===== src/rtl/memory_access_sequencer_pkg.sv =====
// Shared types for the memory access sequencer: memory port modes and FSM states.
package memory_access_sequencer_pkg;

  typedef enum logic [1:0] {
    MM_NOP           = 2'd0,
    MM_LOAD          = 2'd1,
    MM_STORE_PRELOAD = 2'd2,
    MM_STORE         = 2'd3
  } MemoryMode_t;

  typedef enum logic [2:0] {
    S_IDLE    = 3'd0,
    S_LOAD    = 3'd1,
    S_PRELOAD = 3'd2,
    S_STORE   = 3'd3,
    S_FAULT   = 3'd4
  } MemSeqState_t;

endpackage


===== src/rtl/memory_access_sequencer_if.sv =====
// Request/memory-port bundle between core control, the sequencer and the memory controller.
// master = the sequencer, slave = core control / memory controller side.
interface memory_access_sequencer_if;
  import memory_access_sequencer_pkg::*;

  logic        start;
  logic        isLoad;
  logic        isStore;
  logic [2:0]  funct3In;
  logic        memoryUnalignedAccess;
  logic        memoryBadFunct3;
  logic        clearFault;
  MemoryMode_t memoryMode;
  logic [2:0]  funct3;
  logic        busy;
  logic        rdWriteEnable;
  logic        done;
  logic        fault;

  modport master (
    input  start, isLoad, isStore, funct3In, memoryUnalignedAccess, memoryBadFunct3, clearFault,
    output memoryMode, funct3, busy, rdWriteEnable, done, fault
  );

  modport slave (
    output start, isLoad, isStore, funct3In, memoryUnalignedAccess, memoryBadFunct3, clearFault,
    input  memoryMode, funct3, busy, rdWriteEnable, done, fault
  );

endinterface


===== src/rtl/memory_access_sequencer_perf_counters.sv =====
// Three wrapping event counters (load done, store done, fault entry) for the sequencer.
module mem_seq_perf_counters #(
  parameter int unsigned COUNTER_WIDTH = 32
) (
  input  logic                     clock_i,
  input  logic                     reset_i,
  input  logic                     load_done_i,
  input  logic                     store_done_i,
  input  logic                     fault_entry_i,
  output logic [COUNTER_WIDTH-1:0] loadCount_o,
  output logic [COUNTER_WIDTH-1:0] storeCount_o,
  output logic [COUNTER_WIDTH-1:0] faultCount_o
);

  logic [COUNTER_WIDTH-1:0] load_cnt_q, store_cnt_q, fault_cnt_q;

  // Count event pulses; counters wrap naturally and are cleared only by reset.
  always_ff @(posedge clock_i) begin
    if (reset_i) begin
      load_cnt_q  <= '0;
      store_cnt_q <= '0;
      fault_cnt_q <= '0;
    end else begin
      if (load_done_i)   load_cnt_q  <= load_cnt_q  + COUNTER_WIDTH'(1);
      if (store_done_i)  store_cnt_q <= store_cnt_q + COUNTER_WIDTH'(1);
      if (fault_entry_i) fault_cnt_q <= fault_cnt_q + COUNTER_WIDTH'(1);
    end
  end

  assign loadCount_o  = load_cnt_q;
  assign storeCount_o = store_cnt_q;
  assign faultCount_o = fault_cnt_q;

endmodule


===== src/rtl/memory_access_sequencer.sv =====
// Sequences the memory controller data port for one load/store at a time,
// inserting the read-modify-write preload cycle and trapping controller errors.
// Optional feature macro: MEM_SEQ_PERF_COUNTERS_EN adds load/store/fault counters.
//
// state   | meaning
// IDLE    | waiting for start, memoryMode=NOP
// LOAD    | memoryMode=LOAD for LOAD_LATENCY+1 cycles, rd write on last
// PRELOAD | memoryMode=STORE_PRELOAD, error flags checked before any write
// STORE   | memoryMode=STORE, write commits, done
// FAULT   | sticky error, waits for clearFault
module memory_access_sequencer
  import memory_access_sequencer_pkg::*;
#(
  parameter int unsigned LOAD_LATENCY = 1
`ifdef MEM_SEQ_PERF_COUNTERS_EN
  , parameter int unsigned COUNTER_WIDTH = 32
`endif
) (
  input  logic                     clock_i,
  input  logic                     reset_i,
  memory_access_sequencer_if.master bus
`ifdef MEM_SEQ_PERF_COUNTERS_EN
  , output logic [COUNTER_WIDTH-1:0] loadCount_o
  , output logic [COUNTER_WIDTH-1:0] storeCount_o
  , output logic [COUNTER_WIDTH-1:0] faultCount_o
`endif
);

  localparam logic [2:0] LAT_RELOAD = 3'(LOAD_LATENCY);

  MemSeqState_t state_q, state_d;
  logic [2:0]   funct3_q, funct3_d;
  logic [2:0]   lat_cnt_q, lat_cnt_d;
  MemoryMode_t  mode;
  logic         rd_we;
  logic         done_p;
  logic         mem_err;

  assign mem_err = bus.memoryUnalignedAccess | bus.memoryBadFunct3;

  // State, latched funct3 and load latency down-counter.
  always_ff @(posedge clock_i) begin
    if (reset_i) begin
      state_q   <= S_IDLE;
      funct3_q  <= 3'b000;
      lat_cnt_q <= 3'd0;
    end else begin
      state_q   <= state_d;
      funct3_q  <= funct3_d;
      lat_cnt_q <= lat_cnt_d;
    end
  end

  // Next-state and memory-port outputs; outputs depend only on state so the
  // controller's flags (combinational from memoryMode) cannot form a loop.
  always_comb begin
    state_d   = state_q;
    funct3_d  = funct3_q;
    lat_cnt_d = lat_cnt_q;
    mode      = MM_NOP;
    rd_we     = 1'b0;
    done_p    = 1'b0;
    unique case (state_q)
      S_IDLE: begin
        if (bus.start) begin
          funct3_d = bus.funct3In;
          if (bus.isLoad && !bus.isStore) begin
            state_d   = S_LOAD;
            lat_cnt_d = LAT_RELOAD;
          end else if (bus.isStore && !bus.isLoad) begin
            state_d = S_PRELOAD;
          end else begin
            state_d = S_FAULT;
          end
        end
      end
      S_LOAD: begin
        mode = MM_LOAD;
        if (mem_err) begin
          state_d = S_FAULT;
        end else if (lat_cnt_q == 3'd0) begin
          rd_we   = 1'b1;
          done_p  = 1'b1;
          state_d = S_IDLE;
        end else begin
          lat_cnt_d = lat_cnt_q - 3'd1;
        end
      end
      S_PRELOAD: begin
        mode    = MM_STORE_PRELOAD;
        state_d = mem_err ? S_FAULT : S_STORE;
      end
      S_STORE: begin
        mode    = MM_STORE;
        done_p  = 1'b1;
        state_d = S_IDLE;
      end
      S_FAULT: begin
        if (bus.clearFault) state_d = S_IDLE;
      end
      default: state_d = S_IDLE;
    endcase
  end

  assign bus.memoryMode    = mode;
  assign bus.funct3        = funct3_q;
  assign bus.busy          = (state_q != S_IDLE);
  assign bus.rdWriteEnable = rd_we;
  assign bus.done          = done_p;
  assign bus.fault         = (state_q == S_FAULT);

`ifdef MEM_SEQ_PERF_COUNTERS_EN
  logic load_done, store_done, fault_entry;

  assign load_done   = done_p && (state_q == S_LOAD);
  assign store_done  = done_p && (state_q == S_STORE);
  assign fault_entry = (state_d == S_FAULT) && (state_q != S_FAULT);

  mem_seq_perf_counters #(
    .COUNTER_WIDTH(COUNTER_WIDTH)
  ) u_perf (
    .clock_i      (clock_i),
    .reset_i      (reset_i),
    .load_done_i  (load_done),
    .store_done_i (store_done),
    .fault_entry_i(fault_entry),
    .loadCount_o  (loadCount_o),
    .storeCount_o (storeCount_o),
    .faultCount_o (faultCount_o)
  );
`endif

endmodule

===== src/flat_wrapper.sv =====
// flat-port wrapper written by rule: the top's interface ports become plain ports
module memory_access_sequencer_flat import memory_access_sequencer_pkg::*;
#(
  parameter int unsigned LOAD_LATENCY = 1

)
  (clock_i, reset_i, bus_start, bus_isLoad, bus_isStore, bus_funct3In, bus_memoryUnalignedAccess, bus_memoryBadFunct3, bus_clearFault, bus_memoryMode, bus_funct3, bus_busy, bus_rdWriteEnable, bus_done, bus_fault);
  memory_access_sequencer_if bus_i ();
  input  logic clock_i;
  input  logic reset_i;
  input wire logic [$bits(bus_i.start)-1:0] bus_start;
  input wire logic [$bits(bus_i.isLoad)-1:0] bus_isLoad;
  input wire logic [$bits(bus_i.isStore)-1:0] bus_isStore;
  input wire logic [$bits(bus_i.funct3In)-1:0] bus_funct3In;
  input wire logic [$bits(bus_i.memoryUnalignedAccess)-1:0] bus_memoryUnalignedAccess;
  input wire logic [$bits(bus_i.memoryBadFunct3)-1:0] bus_memoryBadFunct3;
  input wire logic [$bits(bus_i.clearFault)-1:0] bus_clearFault;
  output wire logic [$bits(bus_i.memoryMode)-1:0] bus_memoryMode;
  output wire logic [$bits(bus_i.funct3)-1:0] bus_funct3;
  output wire logic [$bits(bus_i.busy)-1:0] bus_busy;
  output wire logic [$bits(bus_i.rdWriteEnable)-1:0] bus_rdWriteEnable;
  output wire logic [$bits(bus_i.done)-1:0] bus_done;
  output wire logic [$bits(bus_i.fault)-1:0] bus_fault;
  assign bus_i.start = bus_start;
  assign bus_i.isLoad = bus_isLoad;
  assign bus_i.isStore = bus_isStore;
  assign bus_i.funct3In = bus_funct3In;
  assign bus_i.memoryUnalignedAccess = bus_memoryUnalignedAccess;
  assign bus_i.memoryBadFunct3 = bus_memoryBadFunct3;
  assign bus_i.clearFault = bus_clearFault;
  assign bus_memoryMode = bus_i.memoryMode;
  assign bus_funct3 = bus_i.funct3;
  assign bus_busy = bus_i.busy;
  assign bus_rdWriteEnable = bus_i.rdWriteEnable;
  assign bus_done = bus_i.done;
  assign bus_fault = bus_i.fault;
  memory_access_sequencer #(.LOAD_LATENCY(LOAD_LATENCY)) u_core (.clock_i(clock_i), .reset_i(reset_i), .bus(bus_i));
endmodule

===== config.mk =====
export PLATFORM = sky130hd
export DESIGN_NAME = memory_access_sequencer_flat
export DESIGN_NICKNAME = d
export VERILOG_FILES = /design/src/rtl/memory_access_sequencer_pkg.sv /design/src/rtl/memory_access_sequencer_if.sv /design/src/rtl/memory_access_sequencer_perf_counters.sv /design/src/rtl/memory_access_sequencer.sv /design/src/flat_wrapper.sv
export SDC_FILE = /design/constraint.sdc
export NUM_CORES = 1
export LEC_CHECK = 0
export CORE_AREA = 2 2 39 41
export CTS_BUF_LIST = sky130_fd_sc_hd__clkbuf_4 sky130_fd_sc_hd__clkbuf_8
export DETAILED_ROUTE_END_ITERATION = 10
export DIE_AREA = 0 0 41 43
export PLACE_DENSITY = 0.77
export SLEW_MARGIN = 5
export SYNTH_ARGS = -nofsm -noshare
export SYNTH_HDL_FRONTEND = slang
export SYNTH_SLANG_ARGS = --single-unit

===== constraint.sdc =====
create_clock -name clock_i -period 2.5 [get_ports clock_i]
set_input_delay 0.625 -clock clock_i [delete_from_list [all_inputs] [get_ports clock_i]]
set_output_delay 0.625 -clock clock_i [all_outputs]
set_load 0.01 [all_outputs]

==> results.cfg <==
[floorplan]
rows = 14
die_w_um = 41
io_pins = 20
die_area_sq_um = 1763
die_h_um = 43
start_util_pct = 41.86
core_area_sq_um = 1384

[worst_setup_path]
path_class = in -> out
crit_path_top_delay_cell = clkdlybuf4s50_1
cpLargestDelayFamily = buffers and inverters
critical_path_buf_inv_count = 2
cp_max_fo = 3
critPathMaxStageDelay_ns = 0.44
crit_required_ns = 1.88
critPathLaunchType = input pin
cp_cell_sequence = clkdlybuf4s50_1, nor2_1, a31oi_1, nor3_1, dlygate4sd2_1
cp_data_arrival_time_ns = 1.75
crit_path_end_kind = primary output

[drt]
vias = 581
finalWirelength_mm = 1.255
detail_route.first_pass.iterations = 4
drt_iter0_markers = 8
drc = 0
ant_nets = 0
wire_per_inst_um = 11.84
via_per_inst = 5.481

[sta]
holdWs_ns = 0.4962
fin_crit_sh_pct = 94.81
worst_pin_slew_ns = 0.3911
setup_viol = 0
min_period_ns = 2.370
rsz0062_at_grt = no
skew_ns = 0.002345
fmax_mhz = 421.9
maxSlewViolCount = 0
maxSlewHeadroom_pct = 73.87
fin_ws_ns = 0.1298
hold_viol = 0

[synthesis]
synth_fa_ha_area_share_pct = 8.639
synth_edf_count = 0
syn_nets = 81
syn_area_sq_um = 579.3
netlist_instances = 66
synth_top_family_by_area = simple AND/OR/NAND/NOR gates
yosysTopAreaCellShare_pct = 31.10
synth_compound_area_share_pct = 14.90
yosys.area_share.simple_pct = 29.59
ys_ff_latch = 9
seq_area_frac_synth_pct = 31.10
synthArstFlopShare_pct = 0
synth-xor-area-share_pct = 0
muxShareOfSynthArea_pct = 6.911
yosysWarnings = 0
synthFlopType = dfxtp_1
syn-mean-instance-area_sq_um = 8.777
synth_area_leaders = dfxtp_1, ha_1, mux2i_1, nor3b_1, nor2_1
synth_area_leader_cell = dfxtp_1
yosysUniqueCellTypes = 32

[clock_tree]
cts_sinks = 9
postCtsSetupBuffers = 0
cts_buffers = 3
insertion_delay_ns = 0.27
htree_levels = 1
clk_pin_slew_ns = 0.06
clockBufferDepth = 2
cts_tree = built
cts-root-buf = clkbuf_4
cts_hold_buffers = 0

[placement]
dpl.hpwl_um = 947.6
pre_cts_ws_ns = -0.1618
port_buffers = 19
gp_congestion = 0.8251

[outcome]
status = finished, final reports clean

[hold_path]
hp-class = reg -> reg

[grt]
track_usage_pct = 18.75
grt-ovfl-total = 0
grt_pass1_vias = 499
antenna_found_initial = 0
grt_pass1_wl_mm = 2.139
grt_max_degree = 13

[power_and_ir_drop]
vdd_drop_max_mv = 0.3812
power_per_cell_area_nw_per_um2 = 472.6
power_leakage_uw = 0.0003303

[run]
cap_viol_max_count = 0

[layout]
syn2layout_area_growth_pct = 42.55
nets = 106
nFillCells = 134
drive_gt1_share_pct = 14.44
diodes = 0
-- state kept, by name, summed over array words and instances (netlist names) --
signal             flops
u_core.bus.funct3      3
u_core.state_q         3
u_core.lat_cnt_q       3
-- power by group --
part	switching [uW]	internal, uW	total [uW]
logic	46.9	61.8	109
clock network	53.3	72.5	126
registers	4.01	152	156
-- synth_stat cells, types with 2 or more instances --
cell and number:
dfxtp_1 9, nor2_1 7, inv_1 6, ha_1 4, mux2i_1 4, nor3b_1 4, nor3_1 3, buf_2 2
nand2_1 2, nand2b_1 2, or3_1 2
-- logic make-up (layout without fill, tap and decap cells) --
family | count (synthesis) | in the layout
compound gates | 11 | 11
fa+ha+maj | 4 | 4
buf+inv | 10 | 34
flops | 9 | 9
mux | 4 | 4
simple gates | 28 | 28
-- final cells by class --
type,instances,area (sq um),area share [%]
Clock buffer,4,30.03,3.636
Inverter,6,22.52,2.727
Tap cell,16,20.02,2.424
Multi-Input combinational cell,47,347.8,42.12
Timing Repair Buffer,24,225.2,27.27
Sequential cell,9,180.2,21.82
-- cells in the final DEF (no fill, tap or decap), types with 2 or more instances in the layout --
| cell type | instances |
|---|---|
| mux2i_1 | 4 |
| clkbuf_4 | 4 |
| nor2_1 | 7 |
| nand2_1 | 2 |
| nor3_1 | 3 |
| nor3b_1 | 4 |
| nand2b_1 | 2 |
| ha_1 | 4 |
| buf_4 | 5 |
| or3_1 | 2 |
| clkdlybuf4s50_1 | 17 |
| dlygate4sd2_1 | 2 |
| inv_1 | 6 |
| dfxtp_1 | 9 |
-- per-stage QoR --
| step | util, % | instances | cell area (sq um) | power, uW | TNS [ns] |
|---|---|---|---|---|---|
| after CTS | 59.67 | 106 | 825.8 | 393.2 | 0 |
| final | 59.67 | 106 | 825.8 | 390.3 | 0 |
| after global routing | 59.67 | 106 | 825.8 | 414.8 | 0 |
| after global placement | 57.69 | 102 | 798.3 | 266.3 | -0.2086 |
| after floorplan | - | 66 | 579.3 | 218.9 | 0 |
| after detailed placement | 57.69 | 102 | 798.3 | 267.7 | -0.2749 |
-- metal layers --
layer	GRT usage (%)	part of all wire (%)
met5	0	0
met2	24.69	44
met1	23.78	43
met3	5.236	8.9
met4	16.00	3.9
-- final timing paths --
path	from	slack, ns	cells after the start	endpoint
max	bus_memoryBadFunct3	0.13	5	bus_done
min reg2reg	u_core.lat_cnt_q[0]$_SDFFE_PP0P_	0.50	1	u_core.lat_cnt_q[0]$_SDFFE_PP0P_
min	u_core.lat_cnt_q[0]$_SDFFE_PP0P_	0.50	1	u_core.lat_cnt_q[0]$_SDFFE_PP0P_
max reg2reg	u_core.lat_cnt_q[0]$_SDFFE_PP0P_	1.13	5	u_core.lat_cnt_q[1]$_SDFFE_PP0P_
-- what timing repair did --
item                                    CTS  global route
endpoints found under the setup margin    2             0
hold endpoints to repair                  0             0
resized for setup                         2             0
Power figures use the tool's default switching activity.
